### config.mk
export PLATFORM = sky130hd
export DESIGN_NAME = snake_game_ctrl
export DESIGN_NICKNAME = d
export VERILOG_FILES = /design/src/rtl/snake_pkg.sv /design/src/rtl/snake_game_ctrl_bcd2_counter.sv /design/src/rtl/snake_game_ctrl.sv
export SDC_FILE = /design/constraint.sdc
export NUM_CORES = 1
export LEC_CHECK = 0
export CAP_MARGIN = 5
export CORE_ASPECT_RATIO = 2
export CORE_MARGIN = 1.5
export CORE_UTILIZATION = 45
export DETAILED_ROUTE_END_ITERATION = 7
export HOLD_SLACK_MARGIN = 0.06
export PLACE_DENSITY_LB_ADDON = 0.25
export SLEW_MARGIN = 10
export SYNTH_ARGS = -nofsm -noshare
export SYNTH_HDL_FRONTEND = slang
export SYNTH_SLANG_ARGS = --single-unit
### constraint.sdc
create_clock -name clk -period 3.5 [get_ports clk]
set_clock_uncertainty 0.15 [all_clocks]
set_input_delay 0.35 -clock clk [delete_from_list [all_inputs] [get_ports clk]]
set_output_delay 0.35 -clock clk [all_outputs]
set_load 0.02 [all_outputs]
### src/rtl/snake_pkg.sv
// snake_pkg
//   Shared definitions for the snake game: screen-state encoding, snake
//   direction encoding and small helpers for direction handling. Imported
//   by the game controller and by the snake movement-and-render block.
package snake_pkg;

  // Screen states driven on game_state.
  typedef enum logic [2:0] {
    STATE_IDLE            = 3'd0,
    STATE_START_INTERFACE = 3'd1,
    STATE_CHOOSE_LEVEL    = 3'd2,
    STATE_PLAY            = 3'd3,
    STATE_PAUSE           = 3'd4,
    STATE_WIN_INTERFACE   = 3'd5
  } game_state_e;

  // Snake heading driven on dir_state.
  typedef enum logic [1:0] {
    UP    = 2'd0,
    LEFT  = 2'd1,
    DOWN  = 2'd2,
    RIGHT = 2'd3
  } dir_e;

  // Result of resolving simultaneous direction key pulses.
  typedef struct packed {
    logic valid;
    dir_e dir;
  } dir_key_t;

  // Encoding puts opposites two apart, so flipping bit 1 gives the reverse.
  function automatic dir_e opposite_dir(input dir_e d);
    return dir_e'(d ^ 2'b10);
  endfunction

  // Resolve direction key pulses with priority up > left > down > right.
  function automatic dir_key_t pick_dir(input logic up, input logic left,
                                        input logic down, input logic right);
    dir_key_t k;
    k.valid = up | left | down | right;
    if (up)        k.dir = UP;
    else if (left) k.dir = LEFT;
    else if (down) k.dir = DOWN;
    else           k.dir = RIGHT;
    return k;
  endfunction

endpackage

### src/rtl/snake_game_ctrl_bcd2_counter.sv
// bcd2_counter
//   Two-digit BCD counter that saturates at 99.
//   Ports:
//     clk, rst      - clock and synchronous active-high reset (clears to 00)
//     clr           - synchronous clear to 00, wins over inc
//     inc           - add one (ones 9 rolls to 0 and carries into tens)
//     ones, tens    - registered BCD digits
module bcd2_counter (
  input  logic       clk,
  input  logic       rst,
  input  logic       clr,
  input  logic       inc,
  output logic [3:0] ones,
  output logic [3:0] tens
);

  logic [3:0] ones_q, ones_d;
  logic [3:0] tens_q, tens_d;

  // Next-count logic: clear first, then increment with decimal carry,
  // holding at 99 instead of wrapping.
  always_comb begin
    ones_d = ones_q;
    tens_d = tens_q;
    if (clr) begin
      ones_d = 4'd0;
      tens_d = 4'd0;
    end else if (inc && !(ones_q == 4'd9 && tens_q == 4'd9)) begin
      if (ones_q == 4'd9) begin
        ones_d = 4'd0;
        tens_d = tens_q + 4'd1;
      end else begin
        ones_d = ones_q + 4'd1;
      end
    end
  end

  // Digit registers.
  always_ff @(posedge clk) begin
    if (rst) begin
      ones_q <= 4'd0;
      tens_q <= 4'd0;
    end else begin
      ones_q <= ones_d;
      tens_q <= tens_d;
    end
  end

  assign ones = ones_q;
  assign tens = tens_q;

endmodule

### src/rtl/snake_game_ctrl.sv
// snake_game_ctrl
//   Game controller: sequences the screens, latches the level speed,
//   filters direction changes and keeps the two-digit BCD score that the
//   snake movement-and-render block consumes.
//   Ports:
//     clk, rst                  - clock, synchronous active-high reset
//     key_up/left/down/right    - one-cycle direction key pulses
//     key_enter, key_pause      - one-cycle confirm / pause-toggle pulses
//     key_1, key_2, key_3       - one-cycle level-select pulses
//     target_ate, lost          - level status from the snake block
//     game_state                - current screen (snake_pkg encoding)
//     dir_state                 - snake direction UP=0 LEFT=1 DOWN=2 RIGHT=3
//     mov_speed                 - clk cycles per move step
//     score_count1/0            - BCD tens / ones of the score
//     level                     - selected level 1..3
module snake_game_ctrl
  import snake_pkg::*;
#(
  parameter logic [27:0] SPEED_L1  = 28'd20_000_000,
  parameter logic [27:0] SPEED_L2  = 28'd12_000_000,
  parameter logic [27:0] SPEED_L3  = 28'd6_000_000,
  parameter logic [7:0]  WIN_SCORE = 8'h20
) (
  input  logic        clk,
  input  logic        rst,
  input  logic        key_up,
  input  logic        key_left,
  input  logic        key_down,
  input  logic        key_right,
  input  logic        key_enter,
  input  logic        key_pause,
  input  logic        key_1,
  input  logic        key_2,
  input  logic        key_3,
  input  logic        target_ate,
  input  logic        lost,
  output logic [2:0]  game_state,
  output logic [1:0]  dir_state,
  output logic [27:0] mov_speed,
  output logic [3:0]  score_count0,
  output logic [3:0]  score_count1,
  output logic [1:0]  level
);

  game_state_e state_q, state_d;
  dir_e        dir_q, dir_d;
  logic [27:0] speed_q, speed_d;
  logic [1:0]  level_q, level_d;
  logic        target_ate_d_q, target_ate_d_d;

  logic        score_inc;
  logic        score_clr;
  logic        ate_edge;
  dir_key_t    dir_key;
  logic [3:0]  score_ones;
  logic [3:0]  score_tens;

  // Score lives in its own saturating BCD counter.
  bcd2_counter u_score (
    .clk  (clk),
    .rst  (rst),
    .clr  (score_clr),
    .inc  (score_inc),
    .ones (score_ones),
    .tens (score_tens)
  );

  // Next-state logic for the screen FSM, direction filter, level latch and
  // score control. target_ate is delayed every cycle regardless of state so
  // an edge seen while paused is consumed and never counted afterwards.
  always_comb begin
    state_d        = state_q;
    dir_d          = dir_q;
    speed_d        = speed_q;
    level_d        = level_q;
    target_ate_d_d = target_ate;
    score_inc      = 1'b0;
    score_clr      = 1'b0;
    ate_edge       = target_ate & ~target_ate_d_q;
    dir_key        = pick_dir(key_up, key_left, key_down, key_right);

    case (state_q)
      STATE_START_INTERFACE: begin
        if (key_enter) state_d = STATE_CHOOSE_LEVEL;
      end

      STATE_CHOOSE_LEVEL: begin
        if (key_1) begin
          state_d = STATE_IDLE;
          speed_d = SPEED_L1;
          level_d = 2'd1;
        end else if (key_2) begin
          state_d = STATE_IDLE;
          speed_d = SPEED_L2;
          level_d = 2'd2;
        end else if (key_3) begin
          state_d = STATE_IDLE;
          speed_d = SPEED_L3;
          level_d = 2'd3;
        end
      end

      STATE_IDLE: begin
        // A LEFT start key would reverse onto the initial RIGHT heading.
        if (key_enter || dir_key.valid) begin
          state_d   = STATE_PLAY;
          score_clr = 1'b1;
          if (dir_key.valid && dir_key.dir != LEFT) dir_d = dir_key.dir;
          else                                      dir_d = RIGHT;
        end
      end

      STATE_PLAY: begin
        if (dir_key.valid && dir_key.dir != opposite_dir(dir_q))
          dir_d = dir_key.dir;
        score_inc = ate_edge & ~lost;
        // Win check uses the registered score, one cycle after it lands.
        if (lost)
          state_d = STATE_IDLE;
        else if ({score_tens, score_ones} == WIN_SCORE)
          state_d = STATE_WIN_INTERFACE;
        else if (key_pause)
          state_d = STATE_PAUSE;
      end

      STATE_PAUSE: begin
        if (key_pause) state_d = STATE_PLAY;
      end

      STATE_WIN_INTERFACE: begin
        if (key_enter) state_d = STATE_START_INTERFACE;
      end

      default: begin
        state_d = STATE_START_INTERFACE;
      end
    endcase
  end

  // All controller state and registered outputs.
  always_ff @(posedge clk) begin
    if (rst) begin
      state_q        <= STATE_START_INTERFACE;
      dir_q          <= RIGHT;
      speed_q        <= SPEED_L1;
      level_q        <= 2'd1;
      target_ate_d_q <= 1'b0;
    end else begin
      state_q        <= state_d;
      dir_q          <= dir_d;
      speed_q        <= speed_d;
      level_q        <= level_d;
      target_ate_d_q <= target_ate_d_d;
    end
  end

  assign game_state   = state_q;
  assign dir_state    = dir_q;
  assign mov_speed    = speed_q;
  assign level        = level_q;
  assign score_count0 = score_ones;
  assign score_count1 = score_tens;

endmodule

==> summary.txt <==
Worst setup path
  • Crit path max fanout: 8
  • Setup Crit Path Kind: in -> reg
  • Max stage delay on crit path: 570 ps
  • Type of element capturing the critical path: flip-flop
  • Type of origin of the critical path: input port
  • Reg2reg path depth: 7
  • Slowest library cell on the worst path: sky130_fd_sc_hd__or4_4
  • Cell Chain, Critical Path: clkdlybuf4s50_1, or4_4, o21ai_0, o21bai_1, a211oi_1
  • Crit path buffers/inverters: 1
  • Crit Reg-Reg Startpoint: u_score.tens[0]
  • Crit path arrival time: 2170 ps
  • Setup slack of the worst register-to-register path: 1350 ps
  • Required time at the worst-slack endpoint: 3520 ps
  • Reg-to-reg critical path endpoint: game_state[0]
  • Kind of cell adding the most delay to the critical path: compound AO/OA/AOI/OAI gates

Floorplan
  • Ports: 56
  • Initial core utilization: 47.3%
  • Core Region: 2740 um2
  • Die height: 78.8 um
  • Row Count: 27
  • Die Footprint: 3230 um2
  • Horizontal die dimension: 40.9 um

STA
  • Maximum clock frequency: 0.464 GHz
  • Setup TNS after final layout: 0 ps
  • Remaining max-slew budget at the tightest pin: 59.2%
  • Finish-stage setup viols: 0
  • Worst-Margin Slew: 610 ps
  • Endpoints failing hold: 0
  • Setup repair after global routing missed its margin: false
  • Min cycle time layout: 2160 ps
  • Tightest hold margin: 300 ps
  • Final critical-path share of the clock period: 61.6%
  • Final number of max-transition violations: 0

Global route
  • Antenna violations before repair: 0
  • GRT Total Usage: 19.1%
  • Via count of the first global-routing pass: 1038
  • Overflow left after global routing: 0
  • Maximum number of pins on one net before global-route repair: 17
  • Global-route wire length before repair: 4.40 mm

Clock tree
  • TritonCTS clock tree: done
  • CTS H-Tree Depth: 1
  • Total of hold buffers inserted after clock tree synthesis: 0
  • Clock network latency to the later pin of the worst-skew pair: 260 ps
  • Post-cts gate resize count: 0
  • Clock slew at reported path FFs: 80 ps
  • Post-CTS setup repair buffer count: 0
  • Count of clock tree sinks: 20
  • CTS max path bufs: 2
  • Root buffer cell: sky130_fd_sc_hd__clkbuf_8
  • TritonCTS Buffers: 3

Synthesis
  • Mapped cell area: 1290 um2
  • Leading register cell type out of synthesis: sky130_fd_sc_hd__dfxtp_1
  • Number of synthesized register bits: 20
  • Mean Syn Cell Area: 8.35 um2
  • Cells after synthesis: 155
  • Area fraction of the dominant cell type after synthesis: 30.9%
  • Seq/Total Area, Yosys: 30.9%
  • Dominant cell type by area after synthesis: sky130_fd_sc_hd__dfxtp_1
  • Cells taking the most area after synthesis: sky130_fd_sc_hd__dfxtp_1, sky130_fd_sc_hd__buf_4, sky130_fd_sc_hd__a21oi_1, sky130_fd_sc_hd__nor2_1, sky130_fd_sc_hd__mux2i_1
  • Share of synthesized flip-flops with an asynchronous set or reset: 0%
  • Number of enable flip-flop cells after synthesis: 0
  • Cell variety after synth: 47
  • Syn. warnings: 0

Placement
  • Half-perimeter wire length after detailed placement: 2.18 mm
  • Quantity of I/O buffers inserted on ports: 40
  • Gp weighted congestion: 0.774
  • Number of instances in the placed design: 208
  • Instance area at placement: 1580 um2

Finish
  • Area growth from synthesis to layout: 26.1%
  • Most common cell after layout, fill and taps aside: sky130_fd_sc_hd__clkdlybuf4s50_1
  • Final core area utilization: 59.6%
  • Commonest cells after routing, fill and taps aside: sky130_fd_sc_hd__clkdlybuf4s50_1, sky130_fd_sc_hd__dfxtp_1, sky130_fd_sc_hd__conb_1
  • Post-layout instance area: 1630 um2
  • Total number of nets in the final design: 200
  • Fraction of layout instances using a drive strength above 1: 5.46%
  • Number of antenna cells inserted: 0
  • Final instance count without filler cells: 212
  • Filler instances: 247

Routing
  • DRC Markers: 0
  • Number of vias in the routed layout: 1168
  • Post-DR vias/cell: 5.51
  • Iter 0 DRT Violations: 25
  • Number of nets with antenna violations after routing: 0
  • Routed Wire Length: 2.78 mm
  • TritonRoute pass-1 iters: 5
  • Wire length per cell: 13.1 um

Flow run
  • # Max-Cap Violations: 0

Power
  • Worst ir drop on vdd: 0.224 mV
  • Total power density per cell area: 347 nW/um2
  • Leakage power of the design: 0.000628 uW

Min path
  • Min-delay src: mov_speed[21]
  • Cell depth of the worst min-delay path: 2
  • Type of the worst min-delay path: reg -> reg
  • Worst hold path endpoint: mov_speed[21]

Run status
  • Run status: complete, no violations
==> cells in the mapped netlist, drive strengths merged, types with 2 or more instances <==
cell type / n
nor2: 14
buf: 27
conb: 2
clkbuf: 2
nand2b: 7
nor2b: 2
xor2: 3
mux2i: 5
ha: 3
nand2: 11
nand4: 2
nor3: 2
nand4b: 2
o21a: 2
dfxtp: 20
o21ai: 3
inv: 6
and3b: 2
a211o: 2
a21o: 2
a21oi: 11
==> state kept, by name, indices dropped and copies added (netlist names) <==
signal / count
u_score.ones: 4
u_score.tens: 4
level: 1
dir_state: 2
target_ate_d_q: 1
game_state: 3
mov_speed: 5
==> kinds of logic after synthesis <==
kind of cell / count (synthesis) / share of synthesized area, %
XOR/XNOR: 4 / 2.71
flip-flops: 20 / 30.9
other: 2 / 0.580
multiplexers: 5 / 3.87
AO/OA/AOI/OAI: 33 / 18.3
adder cells (fa/ha/maj): 3 / 2.90
AND/OR/NAND/NOR: 53 / 23.3
buffers and inverters: 35 / 17.4
==> stage by stage <==
step	worst slack [ps]	total power, uW
finish	1340	566
global route	1150	592
floorplan	1450	356
detailed placement	1060	392
global placement	1120	390
CTS	1320	570
==> layer usage <==
metal,wire (um),up-vias,GRT usage [%]
li1,-,563,-
met1,997,555,18.6
met2,1600,46,35.3
met3,144,4,1.68
met4,40,0,9.00
met5,0,-,0
==> worst register-to-register path: stages (launching register included) <==
cell	delay [ps]
sky130_fd_sc_hd__dfxtp_1	370
sky130_fd_sc_hd__inv_1	100
sky130_fd_sc_hd__ha_1	160
sky130_fd_sc_hd__or4b_1	460
sky130_fd_sc_hd__o41ai_1	270
sky130_fd_sc_hd__a21o_1	240
sky130_fd_sc_hd__o31a_4	180
sky130_fd_sc_hd__mux2i_1	170
==> layout make-up <==
type                       instances  area (um2)  area share, %
timing repair buffer              40         400           24.5
clock buffer                       4        55.1           3.37
sequential                        20         400           24.5
inverter                           6        22.5           1.38
tap                               29        36.3           2.22
multi-input combinational        113         717           43.9
==> report_power, final <==
group	internal, uW	switching, uW	leakage [uW]
Sequential	238	19.7	0.000163
Combinational	60.3	68.8	0.000436
Clock	100	78.4	0.0000288
Total	399	167	0.000628
==> worst max path at each step <==
stage / cells after the start / to / from / slack (ps)
after detailed placement: 5 / u_score.tens[1] / key_left / 1060
after global routing: 7 / game_state[0] / u_score.tens[0] / 1150
after CTS: 7 / game_state[0] / u_score.tens[0] / 1320
final: 5 / u_score.tens[1] / key_left / 1340
after floorplan: 6 / game_state[0] / u_score.tens[1] / 1450
after global placement: 5 / game_state[0] / key_left / 1120
Note: power is estimated with default switching activity, not from simulation.
